File: config.mk
export PLATFORM = sky130hd
export DESIGN_NAME = lcd_char_ctrl
export DESIGN_NICKNAME = d
export VERILOG_FILES = /design/src/rtl/lcd_char_ctrl.sv
export SDC_FILE = /design/constraint.sdc
export NUM_CORES = 1
export LEC_CHECK = 0
export CAP_MARGIN = 20
export CORE_MARGIN = 1.5
export CORE_UTILIZATION = 45
export DETAILED_ROUTE_END_ITERATION = 8
export HOLD_SLACK_MARGIN = 0.1
export PLACE_DENSITY = 0.71
export SLEW_MARGIN = 10
export SYNTH_ARGS = -nofsm -noshare
export SYNTH_HDL_FRONTEND = slang
export SYNTH_SLANG_ARGS = --single-unit
export TNS_END_PERCENT = 100
File: constraint.sdc
create_clock -name i_clk -period 2.9 [get_ports i_clk]
set_clock_uncertainty 0.1 [all_clocks]
set_input_delay 0.58 -clock i_clk [delete_from_list [all_inputs] [get_ports i_clk]]
set_output_delay 0.58 -clock i_clk [all_outputs]
set_load 0.01 [all_outputs]
File: src/rtl/lcd_char_ctrl.sv
// rtl/lcd_char_ctrl.sv - HD44780 character LCD driver with store-word command FIFO
module lcd_char_ctrl #(
    parameter int CMD_DEPTH   = 4,
    parameter int T_BOOT_CYC  = 750000,
    parameter int T_SETUP_CYC = 2,
    parameter int T_EN_CYC    = 12,
    parameter int T_HOLD_CYC  = 2,
    parameter int T_CMD_CYC   = 2000,
    parameter int T_CLR_CYC   = 82000
) (
    input  logic        i_clk,
    input  logic        i_reset,
    input  logic        i_wr_valid,
    input  logic [31:0] i_wr_data,
    output logic        o_wr_ready,
    output logic [31:0] o_status,
    output logic [7:0]  o_lcd_data,
    output logic        o_lcd_rs,
    output logic        o_lcd_rw,
    output logic        o_lcd_en,
    output logic        o_lcd_on
);

    function automatic int max2(input int a, input int b);
        return (a > b) ? a : b;
    endfunction

    localparam int PTR_W = $clog2(CMD_DEPTH);
    localparam int T_MAX = max2(max2(max2(T_BOOT_CYC, T_SETUP_CYC), max2(T_EN_CYC, T_HOLD_CYC)),
                                max2(max2(T_CMD_CYC, T_CLR_CYC), 2));
    localparam int TMR_W = $clog2(T_MAX);

    localparam logic [TMR_W-1:0] L_BOOT  = TMR_W'(T_BOOT_CYC - 1);
    localparam logic [TMR_W-1:0] L_SETUP = TMR_W'(T_SETUP_CYC - 1);
    localparam logic [TMR_W-1:0] L_EN    = TMR_W'(T_EN_CYC - 1);
    localparam logic [TMR_W-1:0] L_HOLD  = TMR_W'(T_HOLD_CYC - 1);
    localparam logic [TMR_W-1:0] L_CMD   = TMR_W'(T_CMD_CYC - 1);
    localparam logic [TMR_W-1:0] L_CLR   = TMR_W'(T_CLR_CYC - 1);
    localparam logic [PTR_W:0]   L_DEPTH = (PTR_W + 1)'(CMD_DEPTH);

    typedef enum logic [2:0] {
        S_BOOT,
        S_IDLE,
        S_SETUP,
        S_PULSE,
        S_HOLD,
        S_WAIT
    } state_t;

    state_t           r_state;
    state_t           w_state_nxt;
    logic [TMR_W-1:0] r_tmr;
    logic [TMR_W-1:0] w_tmr_nxt;

    logic [8:0]       r_mem [CMD_DEPTH];
    logic [PTR_W-1:0] r_wr_ptr;
    logic [PTR_W-1:0] r_rd_ptr;
    logic [PTR_W:0]   r_count;

    logic [7:0]       r_lcd_data;
    logic             r_lcd_rs;
    logic             r_lcd_en;
    logic             r_lcd_on;

    logic             w_full;
    logic             w_busy;
    logic             w_push;
    logic             w_pop;
    logic             w_is_clr;
    logic             w_unused;

    assign w_full   = (r_count == L_DEPTH);
    assign w_busy   = (r_state != S_IDLE) || (r_count != '0);
    assign w_push   = i_wr_valid && !i_wr_data[9] && !w_full;
    assign w_is_clr = !r_lcd_rs && ((r_lcd_data == 8'h01) || (r_lcd_data == 8'h02) ||
                                    (r_lcd_data == 8'h03));
    assign w_unused = ^i_wr_data[31:10];

    assign o_wr_ready = !w_full;
    assign o_status   = {24'b0, 6'(r_count), w_full, w_busy};
    assign o_lcd_data = r_lcd_data;
    assign o_lcd_rs   = r_lcd_rs;
    assign o_lcd_rw   = 1'b0;
    assign o_lcd_en   = r_lcd_en;
    assign o_lcd_on   = r_lcd_on;

    always_ff @(posedge i_clk) begin
        if (!i_reset) begin
            r_state <= S_BOOT;
            r_tmr   <= L_BOOT;
        end else begin
            r_state <= w_state_nxt;
            r_tmr   <= w_tmr_nxt;
        end
    end

    // One shared timer: each timed state loads its duration minus one on entry.
    always_comb begin
        w_state_nxt = r_state;
        w_tmr_nxt   = r_tmr - 1'b1;
        w_pop       = 1'b0;
        case (r_state)
            S_BOOT: begin
                if (r_tmr == '0) w_state_nxt = S_IDLE;
            end
            S_IDLE: begin
                w_tmr_nxt = r_tmr;
                if (r_count != '0) begin
                    w_pop       = 1'b1;
                    w_state_nxt = S_SETUP;
                    w_tmr_nxt   = L_SETUP;
                end
            end
            S_SETUP: begin
                if (r_tmr == '0) begin
                    w_state_nxt = S_PULSE;
                    w_tmr_nxt   = L_EN;
                end
            end
            S_PULSE: begin
                if (r_tmr == '0) begin
                    w_state_nxt = S_HOLD;
                    w_tmr_nxt   = L_HOLD;
                end
            end
            S_HOLD: begin
                if (r_tmr == '0) begin
                    w_state_nxt = S_WAIT;
                    w_tmr_nxt   = w_is_clr ? L_CLR : L_CMD;
                end
            end
            S_WAIT: begin
                if (r_tmr == '0) w_state_nxt = S_IDLE;
            end
            default: begin
                w_state_nxt = S_BOOT;
                w_tmr_nxt   = L_BOOT;
            end
        endcase
    end

    always_ff @(posedge i_clk) begin
        if (w_push) r_mem[r_wr_ptr] <= i_wr_data[8:0];
    end

    always_ff @(posedge i_clk) begin
        if (!i_reset) begin
            r_wr_ptr   <= '0;
            r_rd_ptr   <= '0;
            r_count    <= '0;
            r_lcd_data <= 8'h00;
            r_lcd_rs   <= 1'b0;
            r_lcd_en   <= 1'b0;
            r_lcd_on   <= 1'b0;
        end else begin
            if (w_push) r_wr_ptr <= r_wr_ptr + 1'b1;
            if (w_pop)  r_rd_ptr <= r_rd_ptr + 1'b1;
            if (w_push && !w_pop)      r_count <= r_count + 1'b1;
            else if (!w_push && w_pop) r_count <= r_count - 1'b1;
            if (w_pop) {r_lcd_rs, r_lcd_data} <= r_mem[r_rd_ptr];
            // EN follows the next state so it is a clean flop aligned with PULSE.
            r_lcd_en <= (w_state_nxt == S_PULSE);
            if (i_wr_valid && i_wr_data[9]) r_lcd_on <= i_wr_data[0];
        end
    end

endmodule

==> impl_metrics.env <==
export IMPL_rsz0062_at_grt="no"
export IMPL_stdcell_count=526
export IMPL_reg2reg_slack_ps=450
export IMPL_crit_path_start="r_state[0]$_SDFF_PN0_"
export IMPL_max_slew_margin_rel_pct=46.5
export IMPL_r2r_start="r_tmr[4]$_SDFFE_PN0P_"
export IMPL_grt_pass1_vias=2823
export IMPL_path_clk_slew_ps=90
export IMPL_yosys_most_used_dff="dfxtp_1"
export IMPL_cts_made_buffers=9
export IMPL_clock_fmax_ghz=0.367
export IMPL_layout_setup_ws_ps=176
export IMPL_synth_async_reset_ratio_pct=0
export IMPL_finalHoldViolations=0
export IMPL_cts_num_sinks=77
export IMPL_drt_pass1_iterations=4
export IMPL_grt_max_degree=26
export IMPL_yosysMostFrequentCell="dfxtp_1"
export IMPL_routed_wl_um=8240
export IMPL_crit_path_end_kind="primary output"
export IMPL_power_density_nw_per_um2=479
export IMPL_rows=34
export IMPL_cp_max_fo=8
export IMPL_timing_critical_path_to="o_status[0]"
export IMPL_hpwl_um=5750
export IMPL_vias=2982
export IMPL_grt_overflow_total=0
export IMPL_cp_required_ps=2220
export IMPL_synth_cell_types=68
export IMPL_first_iter_violations=181
export IMPL_cellLeakagePower_nw=1.57
export IMPL_syn_inst=388
export IMPL_clk_latency_ps=350
export IMPL_hold_path_class="reg2reg"
export IMPL_tns_ps=0
export IMPL_coreArea_um2=8680
export IMPL_syn_cell_area_um2=4030
export IMPL_crit_type="reg2out"
export IMPL_ff2ff_path_depth=5
export IMPL_holdBufCountCts=0
export IMPL_dp_worst_setup_slack_ps=163
export IMPL_cap_violations=0
export IMPL_clockRootBuffer="clkbuf_8"
export IMPL_status="finished, final reports clean"
export IMPL_synth_area_per_cell_um2=10.4
export IMPL_period_minus_slack_ps=2720
export IMPL_initial_core_util_pct=46.4
export IMPL_finalSetupViolations=0
export IMPL_fill_cells=777
export IMPL_yosysTopAreaCellShare_pct=26.8
export IMPL_finalMaxSlewViolations=0
export IMPL_critPathLaunchType="flop"
export IMPL_worstPathArrival_ps=2040
export IMPL_dp_cells=510
export IMPL_yosysTopAreaCell="edfxtp_1"
export IMPL_yosys_warnings=0
export IMPL_cts_resized=0
export IMPL_drc=0
export IMPL_synth_enable_flop_cells=36
export IMPL_avgViaCountPerCell=5.67
export IMPL_cts_setup_buffers=0
export IMPL_avgRoutedWirePerCell_um=15.7
export IMPL_hp_start="o_lcd_on$_SDFFE_PN0P_"
export IMPL_drive_above_1_share_pct=11.5
export IMPL_gp_congestion=0.860
export IMPL_cts_buffer_depth=2
export IMPL_die_area_um2=9530
export IMPL_synth_seq_cells=77
export IMPL_netlist_top_cells_count="dfxtp_1 (41), nand2_1 (40), edfxtp_1 (36)"
export IMPL_ir_drop_uv=435
export IMPL_io_pins=80
export IMPL_r2r_end="r_tmr[16]$_SDFFE_PN1P_"
export IMPL_die_w_um=97.6
export IMPL_area_growth_pct=11.4
export IMPL_slowest_stage="or3b_2"
export IMPL_antenna_left=0
export IMPL_grt_pass1_wl_um=13900
export IMPL_ys_top_cells_by_area="edfxtp_1 (27%), dfxtp_1 (20%), buf_4 (6.0%), mux4_2 (5.0%), nand2_1 (3.7%)"
export IMPL_fin_crit_sh_pct=93.9
export IMPL_die_h_um=97.6
export IMPL_cp_cell_sequence="or3b_2 -> nor2b_1 -> inv_1 -> clkdlybuf4s50_1"
export IMPL_tightest_slew_ps=803
export IMPL_cts_max_level=3
export IMPL_antenna_found_initial=0
export IMPL_antenna_cells=0
export IMPL_final_nets=456
export IMPL_port_buffers=29
export IMPL_grt_usage_pct=18.1
export IMPL_cts_tree="yes"
export IMPL_ys_seq_area_share_pct=47.2
export IMPL_cpPeakStageDelay_ps=550
-- worst min path at each step --
stage | end | cells past startpoint
after global routing | o_lcd_on$_SDFFE_PN0P_ | 2
after detailed placement | o_lcd_on$_SDFFE_PN0P_ | 2
after floorplan | o_lcd_on$_SDFFE_PN0P_ | 2
after CTS | o_lcd_on$_SDFFE_PN0P_ | 2
final | o_lcd_on$_SDFFE_PN0P_ | 2
after global placement | o_lcd_on$_SDFFE_PN0P_ | 2
-- where the power goes --
| group | total [mW] | internal (mW) | switching, mW |
|---|---|---|---|
| logic | 0.142 | 0.0633 | 0.0790 |
| registers | 1.18 | 1.16 | 0.0179 |
| clock network | 0.831 | 0.384 | 0.447 |
| total | 2.15 | 1.61 | 0.544 |
-- worst max-delay path: cells and delay by family (launching register included) --
kind | cells | cell delay, ps
DFF | 1 | 400
and+or+nand+nor | 2 | 730
buffers and inverters | 2 | 560
-- stage by stage --
step                      hold slack (ps)  utilization, %  cell area, um^2  power [mW]
final                                 366            51.7             4490        2.15
after global routing                  381            51.7             4490        2.23
after detailed placement              357            49.3             4280        1.34
after floorplan                       381               -             4130        1.31
after CTS                             370            51.7             4490        2.17
after global placement                352            49.3             4280        1.34
-- per-layer routing --
| layer | global-route usage (%) | vias up | wire length (um) |
|---|---|---|---|
| met5 | 0 | - | 0 |
| met4 | 6.37 | 0 | 89 |
| met3 | 4.60 | 13 | 381 |
| met2 | 29.6 | 82 | 4100 |
| met1 | 23.2 | 1456 | 3670 |
| li1 | - | 1431 | - |
-- registers in the layout (all words and copies together) (netlist names) --
| register | cells |
|---|---|
| r_state | 3 |
| r_rd_ptr | 2 |
| r_count | 3 |
| o_lcd_on | 1 |
| o_lcd_en | 1 |
| r_wr_ptr | 2 |
| r_tmr | 20 |
| o_lcd_data | 8 |
| r_mem | 36 |
| o_lcd_rs | 1 |
-- cell usage in the layout, fill, tap and decap left out, types with 5 or more instances in the layout --
master	Yosys	layout
nor4_1	7	7
edfxtp_1	36	36
o21ai_0	6	6
or4_1	5	5
o211ai_1	7	7
clkbuf_8	0	9
inv_1	13	13
conb_1	1	28
a21oi_1	22	22
nor2b_1	6	6
nand4_1	7	7
a31oi_1	7	7
ha_1	7	7
nand3_1	17	17
nand2_1	40	40
and2_1	6	6
nor3_1	10	10
mux4_2	9	9
buf_4	32	8
nor2_1	24	24
dfxtp_1	41	40
clkdlybuf4s50_1	0	29
-- kinds of logic after synthesis --
logic type | share of synthesized area [%]
xor gates and xnor gates | 1.30
DFF | 47.2
and+or+nand+nor | 20.1
muxes | 5.78
other | 0.0931
adders and majority gates | 2.67
buffers and inverters | 9.69
AOI/OAI and AO/OA | 13.2
-- final cells by class --
type / count / area, um^2 / share of cell area [%]
well taps: 108 / 135 / 3.01
clock buffers: 10 / 149 / 3.32
flip-flops and latches: 77 / 1900 / 42.4
multi-input cells: 273 / 1840 / 41.0
clock inverters: 6 / 56.3 / 1.25
repair buffers: 37 / 350 / 7.81
inverters: 15 / 56.3 / 1.25
(Power assumes the default switching activity.)
==> edit: new RTL, config.mk and constraints unchanged <==
Change the parameter `T_CLR_CYC` from 82000 to 20500.
--- a/src/rtl/lcd_char_ctrl.sv
+++ b/src/rtl/lcd_char_ctrl.sv
@@ -7,5 +7,5 @@
     parameter int T_HOLD_CYC  = 2,
     parameter int T_CMD_CYC   = 2000,
-    parameter int T_CLR_CYC   = 82000
+    parameter int T_CLR_CYC   = 20500
 ) (
     input  logic        i_clk,
Formal check against the unedited RTL: same outputs for any inputs over 10 cycles, from zero or initial values and one cycle with i_reset low; that may be too few to reach the edited logic, so the function may still have changed.
==> edit against the unedited design <==
Sequential cell count did not move; total power barely moved; setup slack improved by 0.21 ns; synthesized area fell by 2.6%; worst hold slack improved by 0.013 ns; die area fell by 2.5%; routed wire length fell by 4.8%; count of clock-buffer cells in the layout fell by 1; design area fell by 1.6%.
==> edit: results (changes against the unedited design) <==
Post-CTS Setup Inserts=0 (unchanged); drt pass-1 iters=5 (was 4); LEAKAGE=1.576 nW (was 1.568 nW); HPWL Detailed=5.684 mm (was 5.753 mm); final core utilization=0.5294 (was 0.5172); peak supply drop=0.2981 mV (was 0.4348 mV); most frequent cells after synthesis=41 x dfxtp_1, 37 x nand2_1, 36 x edfxtp_1 (was 41 x dfxtp_1, 40 x nand2_1, 36 x edfxtp_1); placed cells=505 (was 510); pre-CTS setup slack=0.05294 ns (was 0.1627 ns); Max Root-Sink Buffers=2 (unchanged); Main synth FF type=dfxtp_1 (unchanged); DR vias=2836 (was 2982); global-route wire length before repair=12.62 mm (was 13.86 mm); largest net degree at the start of global routing=19 (was 26); CTS resizes=0 (unchanged); initial drt markers=183 (was 181); Yosys cell types=63 (was 68); latest clock arrival within the worst-skew pair=0.36 ns; final wirelength=7.842 mm (was 8.240 mm); vias per std cell=5.443 (was 5.669); clock slew at reported path FFs=0.09 ns (about the same); HP Class=reg2reg (unchanged); CTS H-tree lvls=3 (unchanged); number of synthesized flops with an enable pin=36 (unchanged); ANT cells=0 (unchanged); Largest Register=r_mem (unchanged); async set-reset flop share out of synthesis=0 (unchanged); worst-path fanout max=3 (was 8); global-route usage over all layers=0.1831 (was 0.1806); # port buffers=29 (unchanged); crit-path max cell delay=0.50 ns (was 0.55 ns); number of fill cells=755 (was 777); layout cell share with drive strength beyond 1=0.1202 (was 0.1148); status=finished clean (unchanged); Area contributors post-synth=edfxtp_1 28%, dfxtp_1 21%, buf_4 5.7%, mux4_2 5.2%, nand2_1 3.5% (was edfxtp_1 27%, dfxtp_1 20%, buf_4 6.0%, mux4_2 5.0%, nand2_1 3.7%); Slowest-stage cell, CP=clkdlybuf4s50_1 (was or3b_2); sequential-to-total area share from yosys stat=0.4847 (was 0.4720); total CTS buffers=9 (unchanged); initial antenna violation count=0 (unchanged); max FFs per register=36 (unchanged); CP delay by family, top=adder cells (was simple AND/OR/NAND/NOR gates); nets@finish=454 (was 456); clock tree root buffer cell=clkbuf_8 (unchanged); number of global-route vias before repair=2543 (was 2823); Mapped Avg Cell Area=10.30 um^2 (was 10.38 um^2); Syn. warnings=0 (unchanged); dpl cell area=4208 um^2 (was 4282 um^2); Rel. slew slack=0.5360 (was 0.4649); CP Data Arrival Time=2.69 ns (was 2.04 ns); routability cong.=0.8669 (was 0.8596)
==> edit: changes by cell type in the layout (fill, tap and decap cells not counted), moves of 5 or more <==
cell	change
and3_1	+5
nand2b_1	+6
nand3_1	-8
nor3_1	+5
o211ai_1	-6
==> edit: path summary, 6_finish.rpt <==
| check | start | endpoint | slack [ns] | cells past startpoint |
|---|---|---|---|---|
| hold reg to reg | o_lcd_data[3] | o_lcd_data[3] | 0.38 | 2 |
| hold / removal | o_lcd_data[3] | o_lcd_data[3] | 0.38 | 2 |
| setup reg to reg | r_count[0] | r_count[2] | 0.47 | 10 |
| setup / recovery | i_wr_valid | r_count[2] | 0.39 | 8 |
==> edit: tightest hold or removal path: stages (launching register included) <==
cell,delay [ns]
dfxtp_1,0.33
nand2_1,0.06
a21oi_1,0.05
==> edit: power by group <==
part / leakage [nW] / switching [mW] / internal [mW]
sequential: 0.659 / 0.0157 / 1.16
combinational: 0.812 / 0.0819 / 0.0641
clock: 0.106 / 0.479 / 0.349
total: 1.58 / 0.577 / 1.57
==> edit: final cells by class <==
cell class                 count  area share
tap                          105     0.02975
inverter                      14     0.01190
multi-input combinational    270      0.3978
clock buffer                   9     0.02805
clock inverter                 7     0.01899
timing repair buffer          39     0.08274
sequential                    77      0.4307
==> edit: per-layer routing <==
metal,global-route usage,share of wire,up-vias
met5,0,0,-
met3,0.04538,0.054,11
met2,0.3034,0.48,89
met1,0.2391,0.45,1350
li1,-,-,1386
met4,0.05072,0.014,0
==> edit: logic make-up after synthesis <==
family,synth area share
and+or+nand+nor,0.1916
DFF,0.4847
AOI/OAI and AO/OA,0.1288
buffers and inverters,0.09343
muxes,0.05963
adders and majority gates,0.02742
xor gates and xnor gates,0.01339
other,0.0009557
